<file path="src/rtl/led_pkg.sv">
// led_pkg: shared FSM state type, LED constants and pattern rotation for the LED request scheduler
package led_pkg;

    typedef enum logic [1:0] {IDLE, SHOW, GAP} led_sched_state_t;

    localparam logic [1:0] LED_IDLE = 2'b11;
    localparam logic [1:0] LED_OFF  = 2'b00;

    function automatic logic [1:0] rotl2(input logic [1:0] p);
        return {p[0], p[1]};
    endfunction

endpackage

</file>
<file path="src/rtl/led_rr_arbiter.sv">
// led_rr_arbiter: round-robin winner select from rr_ptr with wrap; LED_SCHED_PRIO_EN gives requester 0 fixed priority
module led_rr_arbiter
    import led_pkg::*;
#(
    parameter int NUM_REQ = 4,
    localparam int IW = $clog2(NUM_REQ)
) (
    input  logic [NUM_REQ-1:0] req,
    input  logic [IW-1:0]      rr_ptr,
    output logic               valid,
    output logic               prio_win,
    output logic [NUM_REQ-1:0] onehot,
    output logic [IW-1:0]      idx
);

    logic [IW-1:0] j;

    always_comb begin
        idx = '0;
        j = '0;
        // Scan from the farthest offset down so the nearest set request at/after rr_ptr wins.
        for (int k = NUM_REQ - 1; k >= 0; k--) begin
            j = IW'((int'(rr_ptr) + k) % NUM_REQ);
            if (req[j]) idx = j;
        end
`ifdef LED_SCHED_PRIO_EN
        prio_win = req[0];
        if (prio_win) idx = '0;
`else
        prio_win = 1'b0;
`endif
        valid = |req;
        onehot = valid ? (NUM_REQ'(1) << idx) : '0;
    end

endmodule

</file>
<file path="src/rtl/led_req_scheduler.sv">
// led_req_scheduler: shares a 2-bit LED between requesters round-robin (LED_SCHED_PRIO_EN: requester 0 fixed priority)
module led_req_scheduler
    import led_pkg::*;
#(
    parameter int NUM_REQ    = 4,
    parameter int TICK_DIV   = 99000000,
    parameter int HOLD_STEPS = 3
) (
    input  logic                 clk,
    input  logic                 sys_rst,
    input  logic [NUM_REQ-1:0]   req,
    input  logic [2*NUM_REQ-1:0] pat,
    output logic [NUM_REQ-1:0]   grant,
    output logic                 busy,
    output logic                 done,
    output logic [1:0]           led
);

    localparam int IW = $clog2(NUM_REQ);
    localparam int CW = $clog2(TICK_DIV);
    localparam int SW = $clog2(HOLD_STEPS + 1);
    localparam logic [CW-1:0] CNT_MAX   = CW'(TICK_DIV - 1);
    localparam logic [SW-1:0] STEP_LAST = SW'(HOLD_STEPS - 1);
    localparam logic [IW-1:0] RR_LAST   = IW'(NUM_REQ - 1);

    led_sched_state_t state_q, state_d;
    logic [CW-1:0]      cnt_q, cnt_d;
    logic [SW-1:0]      step_q, step_d;
    logic [IW-1:0]      rr_q, rr_d;
    logic [NUM_REQ-1:0] grant_d;
    logic [1:0]         led_d;
    logic               busy_d, done_d;
    logic               win_valid, win_prio;
    logic [NUM_REQ-1:0] win_onehot;
    logic [IW-1:0]      win_idx;
    logic               tick, abort;

    led_rr_arbiter #(.NUM_REQ(NUM_REQ)) u_arb (
        .req      (req),
        .rr_ptr   (rr_q),
        .valid    (win_valid),
        .prio_win (win_prio),
        .onehot   (win_onehot),
        .idx      (win_idx)
    );

    assign tick  = (cnt_q == CNT_MAX);
    assign abort = ~|(req & grant);

    always_comb begin
        state_d = state_q;
        cnt_d   = cnt_q;
        step_d  = step_q;
        rr_d    = rr_q;
        grant_d = grant;
        led_d   = led;
        done_d  = 1'b0;
        case (state_q)
            IDLE: begin
                led_d = LED_IDLE;
                if (win_valid) begin
                    state_d = SHOW;
                    grant_d = win_onehot;
                    led_d   = pat[{win_idx, 1'b0} +: 2];
                    rr_d    = win_prio ? rr_q : (win_idx == RR_LAST ? '0 : win_idx + 1'b1);
                    cnt_d   = '0;
                    step_d  = '0;
                end
            end
            SHOW: begin
                cnt_d = tick ? '0 : cnt_q + 1'b1;
                // A dropped request wins over a completing tick, so done never fires on an abort.
                if (abort || (tick && step_q == STEP_LAST)) begin
                    state_d = GAP;
                    grant_d = '0;
                    led_d   = LED_OFF;
                    cnt_d   = '0;
                    step_d  = '0;
                    done_d  = ~abort;
                end else if (tick) begin
                    step_d = step_q + 1'b1;
                    led_d  = rotl2(led);
                end
            end
            GAP: begin
                led_d   = tick ? LED_IDLE : LED_OFF;
                cnt_d   = tick ? '0 : cnt_q + 1'b1;
                state_d = tick ? IDLE : GAP;
            end
            default: state_d = IDLE;
        endcase
        busy_d = (state_d != IDLE);
    end

    always_ff @(posedge clk) begin
        if (sys_rst) begin
            state_q <= IDLE;
            cnt_q   <= '0;
            step_q  <= '0;
            rr_q    <= '0;
            grant   <= '0;
            led     <= LED_IDLE;
            busy    <= 1'b0;
            done    <= 1'b0;
        end else begin
            state_q <= state_d;
            cnt_q   <= cnt_d;
            step_q  <= step_d;
            rr_q    <= rr_d;
            grant   <= grant_d;
            led     <= led_d;
            busy    <= busy_d;
            done    <= done_d;
        end
    end

endmodule

</file>
<file path="config.mk">
export PLATFORM = sky130hd
export DESIGN_NAME = led_req_scheduler
export DESIGN_NICKNAME = d
export VERILOG_FILES = /design/src/rtl/led_pkg.sv /design/src/rtl/led_rr_arbiter.sv /design/src/rtl/led_req_scheduler.sv
export SDC_FILE = /design/constraint.sdc
export NUM_CORES = 1
export LEC_CHECK = 0
export CAP_MARGIN = 20
export CORE_UTILIZATION = 35
export DETAILED_ROUTE_END_ITERATION = 7
export DONT_BUFFER_PORTS = 1
export PLACE_DENSITY_LB_ADDON = 0.3
export SETUP_SLACK_MARGIN = 0.15
export SLEW_MARGIN = 10
export SYNTH_ARGS = -nofsm -noshare
export SYNTH_HDL_FRONTEND = slang
export SYNTH_SLANG_ARGS = --single-unit
</file>
<file path="constraint.sdc">
create_clock -name clk -period 4.1 [get_ports clk]
set_input_delay 0 -clock clk [delete_from_list [all_inputs] [get_ports clk]]
set_output_delay 0 -clock clk [all_outputs]
set_load 0.03 [all_outputs]
</file>
Word-level counts from Yosys, hierarchy flattened
Cells that the tools add are included.
{ "word_totals": {"output_inout_bits": 8, "in_bits": 14, "reg_bits": 41, "word_cells": 79} }
{ "classes": {"order_cmp": 4, "add_sub_neg": 6, "reduce_logical": 15, "mux": 33, "bitwise_logic": 3, "eq_ne": 8, "shifts": 2} }
{ "ops": {"columns": ["op", "n"], "rows": [
  ["27-bit 2-to-1 mux", 3],
  ["27-bit one-hot mux with 3 select lines", 1],
  ["2-bit 2-to-1 mux", 15],
  ["27-bit by 1-bit adder with 27-bit output, second input constant", 1],
  ["27-bit == test, second input constant", 1],
  ["2-bit by 3-bit less-than comparator with 1-bit output, second input constant", 4],
  ["2-bit one-hot mux with 3 select lines", 2],
  ["1-bit binary-select mux with 2-bit select", 4],
  ["4-bit 2-to-1 mux", 2],
  ["4-bit one-hot mux with 2 select lines", 1],
  ["4-bit OR reduction", 2],
  ["8-bit by 4-bit indexed part select with 2-bit output", 1],
  ["2-bit by 1-bit adder with 2-bit output, second input constant", 3],
  ["2-bit == test, second input constant", 3],
  ["2-bit AND reduction", 3],
  ["3-bit AND reduction", 2],
  ["2-bit adder, second input constant", 2],
  ["4-bit AND", 1],
  ["1-bit 2-to-1 mux", 4],
  ["2-bit one-hot mux with 2 select lines", 1],
  ["2-bit nonzero test", 2],
  ["1-bit by 2-bit left shift with 4-bit output, first input constant", 1],
  ["3-bit != test, second input constant", 1],
  ["3-bit nonzero test", 1],
  ["other kinds (9)", 10]
]} }

Logic depth before layout (Yosys ltp)
{ "depth": {"ltp_word": 10, "ltp_mapped": 9, "depth_no_buf": 7} }

Cells and area by module
From an unflattened synthesis, not the netlist that was laid out.
{ "unflattened": {"cells_unflattened": 280, "hier_area_um2": 2343.5} }
{ "by_module_without_submodules": {"columns": ["mod", "area_each_um2", "cells_per_inst", "n_inst", "seq_area_each_um2"], "rows": [
  ["led_req_scheduler", 2120.8, 245, 1, 820.8],
  ["led_rr_arbiter", 222.7, 35, 1, 0.0]
]} }

Least setup slack after synthesis
No wires, ideal clock.
{ "synth_timing": {"path_kind": "reg2reg", "from": "reg grant[2]", "to": "reg cnt_q[15]", "t_required_ps": 4038, "arrival_ps": 2144, "n_path_buf": 1, "path_stages_with_launch": 8, "period_less_slack_ps": 2206, "setup_ps": 62, "path_slack_ps": 1894, "path_cell_list": "dfxtp_1 > a22oi_1 > a21boi_1 > o21ai_1 > or4_1 > buf_4 > or3_1 > nand3_1"} }
{ "synth_via": {"elab_chain_cells": 6} }
{ "synth_rtl": {"columns": ["item", "line", "source"], "rows": [
  ["start: declaration", "led_req_scheduler.sv:13", "output logic [NUM_REQ-1:0] grant,"],
  ["start signal: assignment", "led_req_scheduler.sv:110", "grant <= grant_d;"],
  ["4-bit AND", "led_req_scheduler.sv:48", "assign abort = ~|(req & grant);"],
  ["4-bit OR reduction", "led_req_scheduler.sv:48", null],
  ["1-bit logical NOT", "led_req_scheduler.sv:48", null],
  ["1-bit logical OR", "led_req_scheduler.sv:73", "if (abort || (tick && step_q == STEP_LAST)) begin"],
  ["27-bit 2-to-1 mux", "led_req_scheduler.sv:73", null],
  ["27-bit one-hot mux with 3 select lines", "led_req_scheduler.sv:58", "case (state_q)"],
  ["end signal: assignment", "led_req_scheduler.sv:107", "cnt_q <= cnt_d;"],
  ["end: declaration", "led_req_scheduler.sv:27", "logic [CW-1:0] cnt_q, cnt_d;"]
]} }
Every way passes these cells.
A chain may end at the register's enable or synchronous reset.

Worst setup path in the final report
{ "layout_timing": {"from": "reg cnt_q[0]", "to": "reg led[0]"} }
{ "layout_via": {"elab_chain_cells": 5, "word_cells_on_any_way": 8, "cone_classes": "eq/ne (2); mux (3); reduce/logical (3)"} }
{ "layout_rtl": {"columns": ["item", "line", "source"], "rows": [
  ["27-bit == test (*)", "led_req_scheduler.sv:47", "assign tick = (cnt_q == CNT_MAX);"],
  ["1-bit logical AND", "led_req_scheduler.sv:73", null],
  ["1-bit logical OR", "led_req_scheduler.sv:73", null],
  ["2-bit 2-to-1 mux / 3-bit != test (equally long branches)", null, null],
  ["2-bit one-hot mux with 3 select lines / 2-bit AND reduction (equally long branches)", null, null],
  ["end signal: assignment", "led_req_scheduler.sv:111", "led <= led_d;"],
  ["end: declaration", "led_req_scheduler.sv:16", "output logic [1:0] led"]
]} }
Mark *: on every way between the ends. The rest lies on a longest branch, timed or not.

==> metrics.cfg <==
[run_status]
status=complete, no violations

[drt]
first_pass_iters=4
viasPerCell=5.83
wire_per_inst_um=14.9
drt_iter0_drc=151
drc_errors=0
dr_total_vias=2234
postRouteAntennaNets=0
drt-total-wl_mm=5.69

[timing]
fin_skew_ns=0.00398
fin_crit_ns=2.87
rsz0062_at_grt=no
worstMarginPinSlew_ns=1.08
tns_ns=0
slew_violations=0
setup_ws_ns=1.23
fin_crit_sh_pct=69.9
whs_ns=0.0817
fmax_mhz=349
timing.slew.headroom_pct=28.0
hold_viol_final=0
setup_viol=0

[critical_path]
path_class=flip-flop to flip-flop
critPathCapture=led[0]$_SDFFE_PP1P_
critPathLaunchType=flip-flop
crit_start=cnt_q[0]$_SDFFE_PP0P_
rr_worst_depth=8
crit_fanout=10
crit_required_ns=4.29
end_kind=flip-flop
rrSetupSlack_ns=1.23
worst_r2r_endpoint=led[0]$_SDFFE_PP1P_
r2r-start=cnt_q[0]$_SDFFE_PP0P_
worstPathArrival_ns=3.06

[logic_synthesis]
synth_top_cell_by_area=dfxtp_1
synth-adder-area-share_pct=5.19
yosysTopAreaCellShare_pct=34.1
ys_ff_latch=41
yosys-top-cells-area=dfxtp_1 (34%), nand2_1 (6.4%), nand3_1 (6.0%), ha_1 (5.2%), o311ai_1 (3.3%)
avgSynthCellArea_um2=8.03
synthMuxAreaShare_pct=2.55
synth_edf_count=0
synthXorXnorAreaFrac_pct=0
synthSimpleGateAreaFrac_pct=34.2
synth_top_family_by_area=simple AND/OR/NAND/NOR gates
synth_cell_types=53
synthesis.nets=324
synth_warnings=0
synth-compound-area-share_pct=20.1
seq_area_frac_synth_pct=34.1
synth_ff_type=dfxtp_1
postSynthCellCount=300
netlist_area_mm2=0.00241
async_flop_share_pct=0

[grt]
grt_max_degree=28
grt_pass1_wl_mm=9.88
grt_util_met3_pct=3.60
grt_overflow=0
grtUsageMet1_pct=22.3
antenna_found_initial=0
grt_pass1_vias=2069
busiest_layer=met2
met2_usage_pct=27.9
grt_usage_pct=17.1

[die]
die_w_um=85.0
num_rows=29
dieArea_mm2=0.00722
dieHeight_um=85.0
io_pins=22
core_mm2=0.00649
start_util_pct=37.1

[clock_tree]
clock_sinks=41
clk_path_buf_depth=2
numCtsBuffers=5
clk_pin_slew_ns=0.08
cts-resized-gates=0
cts_root_buf=clkbuf_8
cts_htree_levels=2
cts_tree=yes
insertion_delay_ns=0.30

[run]
cap_violations=0

[placed_design]
port_buffers=0
post-dp-hpwl_mm=3.99
gp_congestion=0.730
place_ws_ns=1.34

[final_layout]
seq_area_um2=821
nFillCells=652
areaGrowthSynthToFinish_pct=8.88
diodes=0
most-common-layout-cells=nand2_1 (41), dfxtp_1 (41), nand3_1 (29), a21oi_1 (15)
drive_above_1_share_pct=5.88
multi_input_area_mm2=0.00150
nets=329

[power_and_ir_drop]
power_leakage_nw=0.817
power_mw=1.23
p_per_area_mw_per_mm2=470
ir_drop_v=0.000301

[worst_hold_path]
hold_class=input port to flip-flop

-- cell families (layout without fill, tap and decap cells) --
family          after synthesis  count (layout)
simple gates                150             150
compound gates               71              71
flops                        41              41
buf+inv                      22              28
fa+ha+maj                    10              10
mux                           6               6
-- per-stage QoR --
stage / util (%) / cells / instance area, µm²
6_report: 40.4 / 383 / 2620
5_1_grt: 40.4 / 383 / 2620
4_1_cts: 40.4 / 383 / 2620
3_5_place_dp: 38.1 / 368 / 2470
3_3_place_gp: 38.1 / 368 / 2470
2_1_floorplan: - / 300 / 2410
-- cells in the mapped netlist (5+ instances only) --
| cell | n |
|---|---|
| dfxtp_1 | 41 |
| nand2_1 | 41 |
| nand3_1 | 29 |
| a21oi_1 | 15 |
| ha_1 | 10 |
| inv_1 | 10 |
| nor2_1 | 10 |
| o21ai_0 | 9 |
| o311ai_1 | 9 |
| clkbuf_1 | 8 |
| nor2b_1 | 8 |
| nor3_1 | 8 |
| or3_1 | 7 |
| a31oi_1 | 6 |
| nand4_1 | 6 |
| or4_1 | 6 |
| mux2i_1 | 5 |
| nand2b_1 | 5 |
-- registers in the layout (all words and copies together) (netlist names) --
| signal | flops |
|---|---|
| state_q | 2 |
| grant | 4 |
| rr_q | 2 |
| step_q | 2 |
| cnt_q | 27 |
| busy | 1 |
| led | 2 |
| done | 1 |
-- power by group --
| part | internal, mW | switching [mW] |
|---|---|---|
| Clock | 0.121 | 0.138 |
| Combinational | 0.184 | 0.252 |
| Sequential | 0.445 | 0.0904 |
| Total | 0.750 | 0.481 |
-- worst max-delay path: stages (launching register included) --
cell and delay [ns]:
dfxtp_1 0.40, ha_1 0.19, nand3_1 0.19, nor4_1 0.55, a31oi_1 0.41, nand2_1 0.18, a21oi_1 0.08, a31o_1 0.22
dlygate4sd3_1 0.54
-- worst min-delay path by stage --
stage	from	to	slack, ns	cells after the start
after detailed placement	sys_rst	grant[2]$_SDFFE_PP0P_	0.08	1
after global placement	sys_rst	cnt_q[16]$_SDFFE_PP0P_	0.07	1
after global routing	req[3]	rr_q[0]$_SDFFE_PP0P_	0.09	2
final	req[3]	rr_q[0]$_SDFFE_PP0P_	0.08	2
after CTS	req[3]	rr_q[0]$_SDFFE_PP0P_	0.07	2
after floorplan	pat[0]	led[0]$_SDFFE_PP1P_	0.23	3
-- layout make-up --
class | count | area share (%)
Multi-Input combinational cell | 237 | 57.0
Tap cell | 77 | 3.67
Clock buffer | 8 | 3.05
Timing Repair Buffer | 10 | 3.53
Inverter | 10 | 1.43
Sequential cell | 41 | 31.3
-- per-layer routing --
metal / up-vias / routed length [µm]
li1: 1133 / -
met1: 1031 / 2680
met2: 63 / 2600
met3: 7 / 330
met4: 0 / 80
met5: - / 0
-- timing repair --
item	4_1_cts	5_1_grt
setup buffers	0	0
hold buffers	7	0
endpoints found under the hold margin	27	0
Note: power is estimated with default switching activity, not from simulation.
